$ cat config.mk
export PLATFORM = sky130hd
export DESIGN_NAME = wb_b3_burst_master
export DESIGN_NICKNAME = d
export VERILOG_FILES = /design/src/rtl/wb_b3_pkg.sv /design/src/rtl/wb_b3_addr_gen.sv /design/src/rtl/wb_b3_burst_master.sv
export SDC_FILE = /design/constraint.sdc
export NUM_CORES = 1
export LEC_CHECK = 0
export BUFFER_PORTS_ARGS = -buffer_cell sky130_fd_sc_hd__buf_4
export CAP_MARGIN = 25
export CORE_UTILIZATION = 52
export CTS_CLUSTER_DIAMETER = 50
export DETAILED_ROUTE_END_ITERATION = 8
export PLACE_DENSITY = 0.8
export RECOVER_POWER = 100
export SKIP_CTS_REPAIR_TIMING = 1
export SYNTH_ARGS = -nofsm -noshare
export SYNTH_HDL_FRONTEND = slang
export SYNTH_HIERARCHICAL = 1
export SYNTH_SLANG_ARGS = --single-unit
$ cat constraint.sdc
create_clock -name wb_clk_i -period 3.5 [get_ports wb_clk_i]
set_input_delay 0.525 -clock wb_clk_i [delete_from_list [all_inputs] [get_ports wb_clk_i]]
set_output_delay 0.525 -clock wb_clk_i [all_outputs]
set_load 0.02 [all_outputs]
$ cat src/rtl/wb_b3_pkg.sv
// Shared Wishbone B3 encodings for the burst master and the burst responders.
// Cycle-type, burst-type and completion-status codes plus a wrap-size helper.
package wb_b3_pkg;

  localparam logic [2:0] CTI_CLASSIC = 3'b000;
  localparam logic [2:0] CTI_INC     = 3'b010;
  localparam logic [2:0] CTI_EOB     = 3'b111;

  localparam logic [1:0] BTE_LINEAR  = 2'b00;
  localparam logic [1:0] BTE_WRAP4   = 2'b01;
  localparam logic [1:0] BTE_WRAP8   = 2'b10;
  localparam logic [1:0] BTE_WRAP16  = 2'b11;

  localparam logic [1:0] STAT_OK     = 2'b00;
  localparam logic [1:0] STAT_ERR    = 2'b01;
  localparam logic [1:0] STAT_RTY    = 2'b10;

  // log2 of the beats in one wrap block; 0 means no wrapping (linear)
  function automatic int unsigned wrap_log2(input logic [1:0] bte);
    case (bte)
      BTE_WRAP4:  return 2;
      BTE_WRAP8:  return 3;
      BTE_WRAP16: return 4;
      default:    return 0;
    endcase
  endfunction

endpackage

$ cat src/rtl/wb_b3_addr_gen.sv
// Next-beat byte address for a Wishbone B3 burst: linear increment or
// wrap-4/8/16 inside the aligned block, upper address bits held.
module wb_b3_addr_gen
  import wb_b3_pkg::*;
#(
  parameter int AW = 32,
  parameter int DW = 32
) (
  input  logic [AW-1:0] adr,
  input  logic [1:0]    bte,
  output logic [AW-1:0] next_adr
);

  localparam int unsigned LANE_W = $clog2(DW / 8);

  logic [AW-1:0] mask;
  logic [AW-1:0] inc;

  always_comb begin
    if (bte == BTE_LINEAR) begin
      mask = '1;
    end else begin
      mask = AW'((64'd1 << (wrap_log2(bte) + LANE_W)) - 64'd1);
    end
    inc      = adr + AW'(DW / 8);
    next_adr = (adr & ~mask) | (inc & mask);
  end

endmodule

$ cat src/rtl/wb_b3_burst_master.sv
// Wishbone B3 registered-feedback burst initiator: one command in, one
// CTI/BTE-tagged linear or wrapping burst out, with a done/status pulse.
module wb_b3_burst_master
  import wb_b3_pkg::*;
#(
  parameter int AW    = 32,
  parameter int DW    = 32,
  parameter int LEN_W = 8
) (
  input  logic              wb_clk_i,
  input  logic              wb_rst_i,
  input  logic              cmd_valid_i,
  output logic              cmd_ready_o,
  input  logic [AW-1:0]     cmd_adr_i,
  input  logic              cmd_we_i,
  input  logic [DW/8-1:0]   cmd_sel_i,
  input  logic [LEN_W-1:0]  cmd_len_i,
  input  logic [1:0]        cmd_bte_i,
  input  logic [DW-1:0]     wdat_i,
  input  logic              wdat_valid_i,
  output logic              wdat_ready_o,
  output logic [DW-1:0]     rdat_o,
  output logic              rdat_valid_o,
  output logic              done_o,
  output logic [1:0]        done_status_o,
  output logic [LEN_W:0]    done_beats_o,
  output logic [AW-1:0]     wb_adr_o,
  output logic [DW-1:0]     wb_dat_o,
  output logic [DW/8-1:0]   wb_sel_o,
  output logic              wb_we_o,
  output logic              wb_cyc_o,
  output logic              wb_stb_o,
  output logic [2:0]        wb_cti_o,
  output logic [1:0]        wb_bte_o,
  input  logic [DW-1:0]     wb_dat_i,
  input  logic              wb_ack_i,
  input  logic              wb_err_i,
  input  logic              wb_rty_i
);

  localparam logic [1:0] S_IDLE  = 2'd0;
  localparam logic [1:0] S_BURST = 2'd1;
  localparam logic [1:0] S_DONE  = 2'd2;

  localparam logic [LEN_W:0] BEAT1 = (LEN_W + 1)'(1);
  localparam logic [LEN_W:0] BEAT2 = (LEN_W + 1)'(2);

  logic [1:0]     state;
  logic [LEN_W:0] beats;
  logic [LEN_W:0] acked;
  logic [LEN_W:0] loaded;
  logic [LEN_W:0] rem;
  logic [AW-1:0]  next_adr;
  logic           good_ack;
  logic           fault;
  logic           wr_hs;

  wb_b3_addr_gen #(
    .AW (AW),
    .DW (DW)
  ) u_addr_gen (
    .adr      (wb_adr_o),
    .bte      (wb_bte_o),
    .next_adr (next_adr)
  );

  // err outranks rty, and either outranks a coincident ack
  assign fault    = wb_stb_o & (wb_err_i | wb_rty_i);
  assign good_ack = wb_stb_o & wb_ack_i & ~wb_err_i & ~wb_rty_i;
  assign rem      = beats - acked;

  assign wdat_ready_o = (state == S_BURST) & wb_we_o & (loaded < beats) &
                        (~wb_stb_o | wb_ack_i);
  assign wr_hs        = wdat_ready_o & wdat_valid_i;

  always_ff @(posedge wb_clk_i) begin
    if (wb_rst_i) begin
      state         <= S_IDLE;
      cmd_ready_o   <= 1'b0;
      rdat_o        <= '0;
      rdat_valid_o  <= 1'b0;
      done_o        <= 1'b0;
      done_status_o <= STAT_OK;
      done_beats_o  <= '0;
      wb_adr_o      <= '0;
      wb_dat_o      <= '0;
      wb_sel_o      <= '0;
      wb_we_o       <= 1'b0;
      wb_cyc_o      <= 1'b0;
      wb_stb_o      <= 1'b0;
      wb_cti_o      <= CTI_CLASSIC;
      wb_bte_o      <= BTE_LINEAR;
      beats         <= '0;
      acked         <= '0;
      loaded        <= '0;
    end else begin
      done_o       <= 1'b0;
      rdat_valid_o <= 1'b0;
      case (state)
        S_IDLE: begin
          cmd_ready_o <= 1'b1;
          if (cmd_ready_o && cmd_valid_i) begin
            cmd_ready_o <= 1'b0;
            state       <= S_BURST;
            wb_cyc_o    <= 1'b1;
            wb_stb_o    <= ~cmd_we_i;
            wb_adr_o    <= cmd_adr_i & ~AW'(DW / 8 - 1);
            wb_we_o     <= cmd_we_i;
            wb_sel_o    <= cmd_sel_i;
            wb_bte_o    <= cmd_bte_i;
            wb_cti_o    <= (cmd_len_i == '0) ? CTI_EOB : CTI_INC;
            beats       <= {1'b0, cmd_len_i} + BEAT1;
            acked       <= '0;
            loaded      <= '0;
          end
        end

        S_BURST: begin
          if (fault) begin
            state         <= S_DONE;
            wb_cyc_o      <= 1'b0;
            wb_stb_o      <= 1'b0;
            wb_cti_o      <= CTI_CLASSIC;
            done_o        <= 1'b1;
            done_status_o <= wb_err_i ? STAT_ERR : STAT_RTY;
            done_beats_o  <= acked;
          end else begin
            if (wr_hs) begin
              wb_dat_o <= wdat_i;
              wb_stb_o <= 1'b1;
              loaded   <= loaded + BEAT1;
            end else if (good_ack && wb_we_o) begin
              wb_stb_o <= 1'b0;
            end

            // adr/cti move to the next beat on every ack so a write wait
            // state already presents the following beat's attributes
            if (good_ack) begin
              acked <= acked + BEAT1;
              if (!wb_we_o) begin
                rdat_o       <= wb_dat_i;
                rdat_valid_o <= 1'b1;
              end
              if (rem == BEAT1) begin
                state         <= S_DONE;
                wb_cyc_o      <= 1'b0;
                wb_stb_o      <= 1'b0;
                wb_cti_o      <= CTI_CLASSIC;
                done_o        <= 1'b1;
                done_status_o <= STAT_OK;
                done_beats_o  <= acked + BEAT1;
              end else begin
                wb_adr_o <= next_adr;
                wb_cti_o <= (rem == BEAT2) ? CTI_EOB : CTI_INC;
              end
            end
          end
        end

        S_DONE: begin
          state       <= S_IDLE;
          cmd_ready_o <= 1'b1;
        end

        default: state <= S_IDLE;
      endcase
    end
  end

endmodule

==> results.yml <==
drt:
  vias: 7814
  via_per_inst: 5.58
  drt_iter0_drc: 637
  drc: 0
  wire_per_inst_um: 15.7
  antenna_left: 0
  routed_wl_mm: 21.9
  firstDrtPassIters: 5
cts:
  numClockSinks: 150
  cts_max_path_buffers: 2
  cts_root_buffer: "clkbuf_16"
  clk_pin_slew_ps: 60
  cts_made_buffers: 17
  insertion_delay_ps: 430
  htreeDepth: 4
  cts_tree: "done"
grt:
  grt-ovfl-total: 0
  globalRouteTotalUtil: 0.274
  grt_pass1_wl_mm: 35.3
  grt_max_degree: 96
  antenna_found_initial: 0
  first_global_vias: 7231
worst_setup_path:
  path_cells: "inv_1 -> ha_1 -> a21o_1 -> a211oi_1 -> nor2_1 -> nor4bb_1 -> clkbuf_1"
  crit_slowest_cell: "nor4bb_1"
  critPathMaxFanout: 3
  path_class: "reg -> out"
  cp-startpoint: "beats[1]"
  start_kind: "flop"
  cp_data_arrival_time_ps: 2650
  end_kind: "output pin"
  reg2reg_from: "beats[0]"
  worstPathRequired_ps: 2970
  cpPeakStageDelay_ps: 510
synthesis:
  synth_edf_count: 0
  syn_inst: 992
  synth_seq_cells: 150
  synthArstFlopShare: 0
  yosysUniqueCellTypes: 76
  synthesis.area_um2: 8090
  ys_dominant_reg_cell: "dfxtp_1"
  ys_seq_area_frac: 0.371
  syn_nets: 1134
  yosysWarnings: 6
  synth.avg_cell_area_um2: 8.16
power:
  clkPwrFrac: 0.438
  power_frac_seq: 0.421
  vdd_ir_drop_max_mv: 0.360
  p_total_mw: 4.27
  leakage_nw: 3.91
  power.switching_mw: 1.15
  intPower_mw: 3.12
  pwr-share-comb: 0.140
  p_per_area_nw_per_um2: 428
  swShare: 0.270
final_layout:
  syn_to_final_growth_pct: 23.3
  fin_nets: 1341
  num_antenna_cells: 0
  drive_gt1_frac: 0.157
  layout_commonest_cell: "nand2_1"
  mostFrequentLayoutCells: "nand2_1, dfxtp_1, clkbuf_1"
  regArea_um2: 3000
  fillers: 1425
  fin_area_um2: 9980
  multi_input_area_um2: 4580
outcome:
  outcome: "complete, no violations"
timing:
  slew_headroom: 0.160
  drv_slew: 0
  setup_viol: 0
  min_period_ps: 3170
  rsz0062_at_grt: "no"
  post-route-period-util: 0.907
  fin_tns_setup_ps: 0
  skew_ps: 21.5
  fmax_ghz: 0.315
  worst_pin_slew_ps: 1260
  hold_viol_final: 0
place:
  dp_hpwl_mm: 15.2
  place_area_um2: 9970
  gp_congestion: 0.835
  portBuffers: 238
floorplan:
  initial_core_util: 0.532
  rows: 45
  io_pins: 241
  die_w_um: 127
  coreArea_um2: 15200
  dieArea_um2: 16100
  chipHeight_um: 127
hold_path:
  worstHoldStart: "cmd_len_i[0]"
  min_path_type: "in -> reg"
flow_run:
  maxCapViolations: 0
-- through the flow --
step                      setup WS (ps)   util  hold WS [ps]  cells
after floorplan                     752      -           445    992
after global placement              557  0.655           442   1367
after detailed placement            487  0.656           447   1368
after CTS                           380  0.696           299   1400
after global routing                142  0.656           297   1400
final                               327  0.656           305   1400
-- critical path, delay by kind of cell (launching register included) --
family	cells	cell delay, ps
flip-flops	1	380
AO/OA/AOI/OAI	2	550
adder cells (fa/ha/maj)	1	290
AND/OR/NAND/NOR	2	610
buffers and inverters	2	390
-- power by group through the flow --
stage	registers (mW)	clock network, mW	logic, mW
6_report	1.80	1.87	0.600
5_1_grt	1.81	1.99	0.655
4_1_cts	1.80	1.90	0.653
3_5_place_dp	1.84	0	0.648
3_3_place_gp	1.84	0	0.639
2_1_floorplan	1.86	0	0.373
-- kinds of logic (layout without fill, tap and decap cells) --
group                      count (synthesis)  after routing  synth area share
xor gates and xnor gates                  43             43            0.0465
buffers and inverters                     94            314            0.0524
AOI/OAI and AO/OA                        226            226             0.163
and+or+nand+nor                          416            416             0.262
muxes                                     39             39            0.0669
adders and majority gates                 24             24            0.0380
DFF                                      150            150             0.371
-- registers in the layout, summed over array words and instances, names as in the netlist, 4 cells and up --
name,cells
beats,9
wb_adr_o,32
wb_dat_o,32
acked,9
done_beats_o,9
rdat_o,32
wb_sel_o,4
loaded,9
-- metal layers --
layer,track usage,part of all wire,routed length (um),vias up
met2,0.456,0.47,10400,246
met4,0.0868,0.017,365,0
met1,0.340,0.43,9520,3667
met3,0.0818,0.075,1640,27
met5,0,0,0,-
li1,-,-,-,3874
-- Yosys cell counts, types with 13 or more instances --
cell type | number | area [um2]
a21oi_1 | 124 | 621
nand2_1 | 168 | 631
xor2_1 | 13 | 114
dfxtp_1 | 150 | 3000
ha_1 | 23 | 288
nand3_1 | 62 | 310
a211oi_1 | 14 | 105
clkbuf_1 | 52 | 195
nor2_1 | 47 | 176
and3_1 | 14 | 87.6
nand4_1 | 17 | 106
o21ai_0 | 47 | 235
and2b_1 | 19 | 143
xnor2_1 | 30 | 263
nor2b_1 | 29 | 181
mux2_4 | 28 | 420
inv_1 | 27 | 101
-- final timing paths --
path | slack (ps) | depth (start not counted) | end
setup / recovery | 330 | 7 | wdat_ready_o
hold / removal | 310 | 2 | beats[0]
setup reg to reg | 440 | 10 | wb_adr_o[31]
hold reg to reg | 450 | 2 | rdat_o[8]
-- cell type report --
type / instances / share of cell area
clock buffers: 20 / 0.0468
clock inverters: 12 / 0.0139
inverters: 27 / 0.0102
multi-input cells: 748 / 0.459
flip-flops and latches: 150 / 0.301
well taps: 188 / 0.0236
repair buffers: 255 / 0.146
No activity file was read; power rests on OpenSTA's default activity.
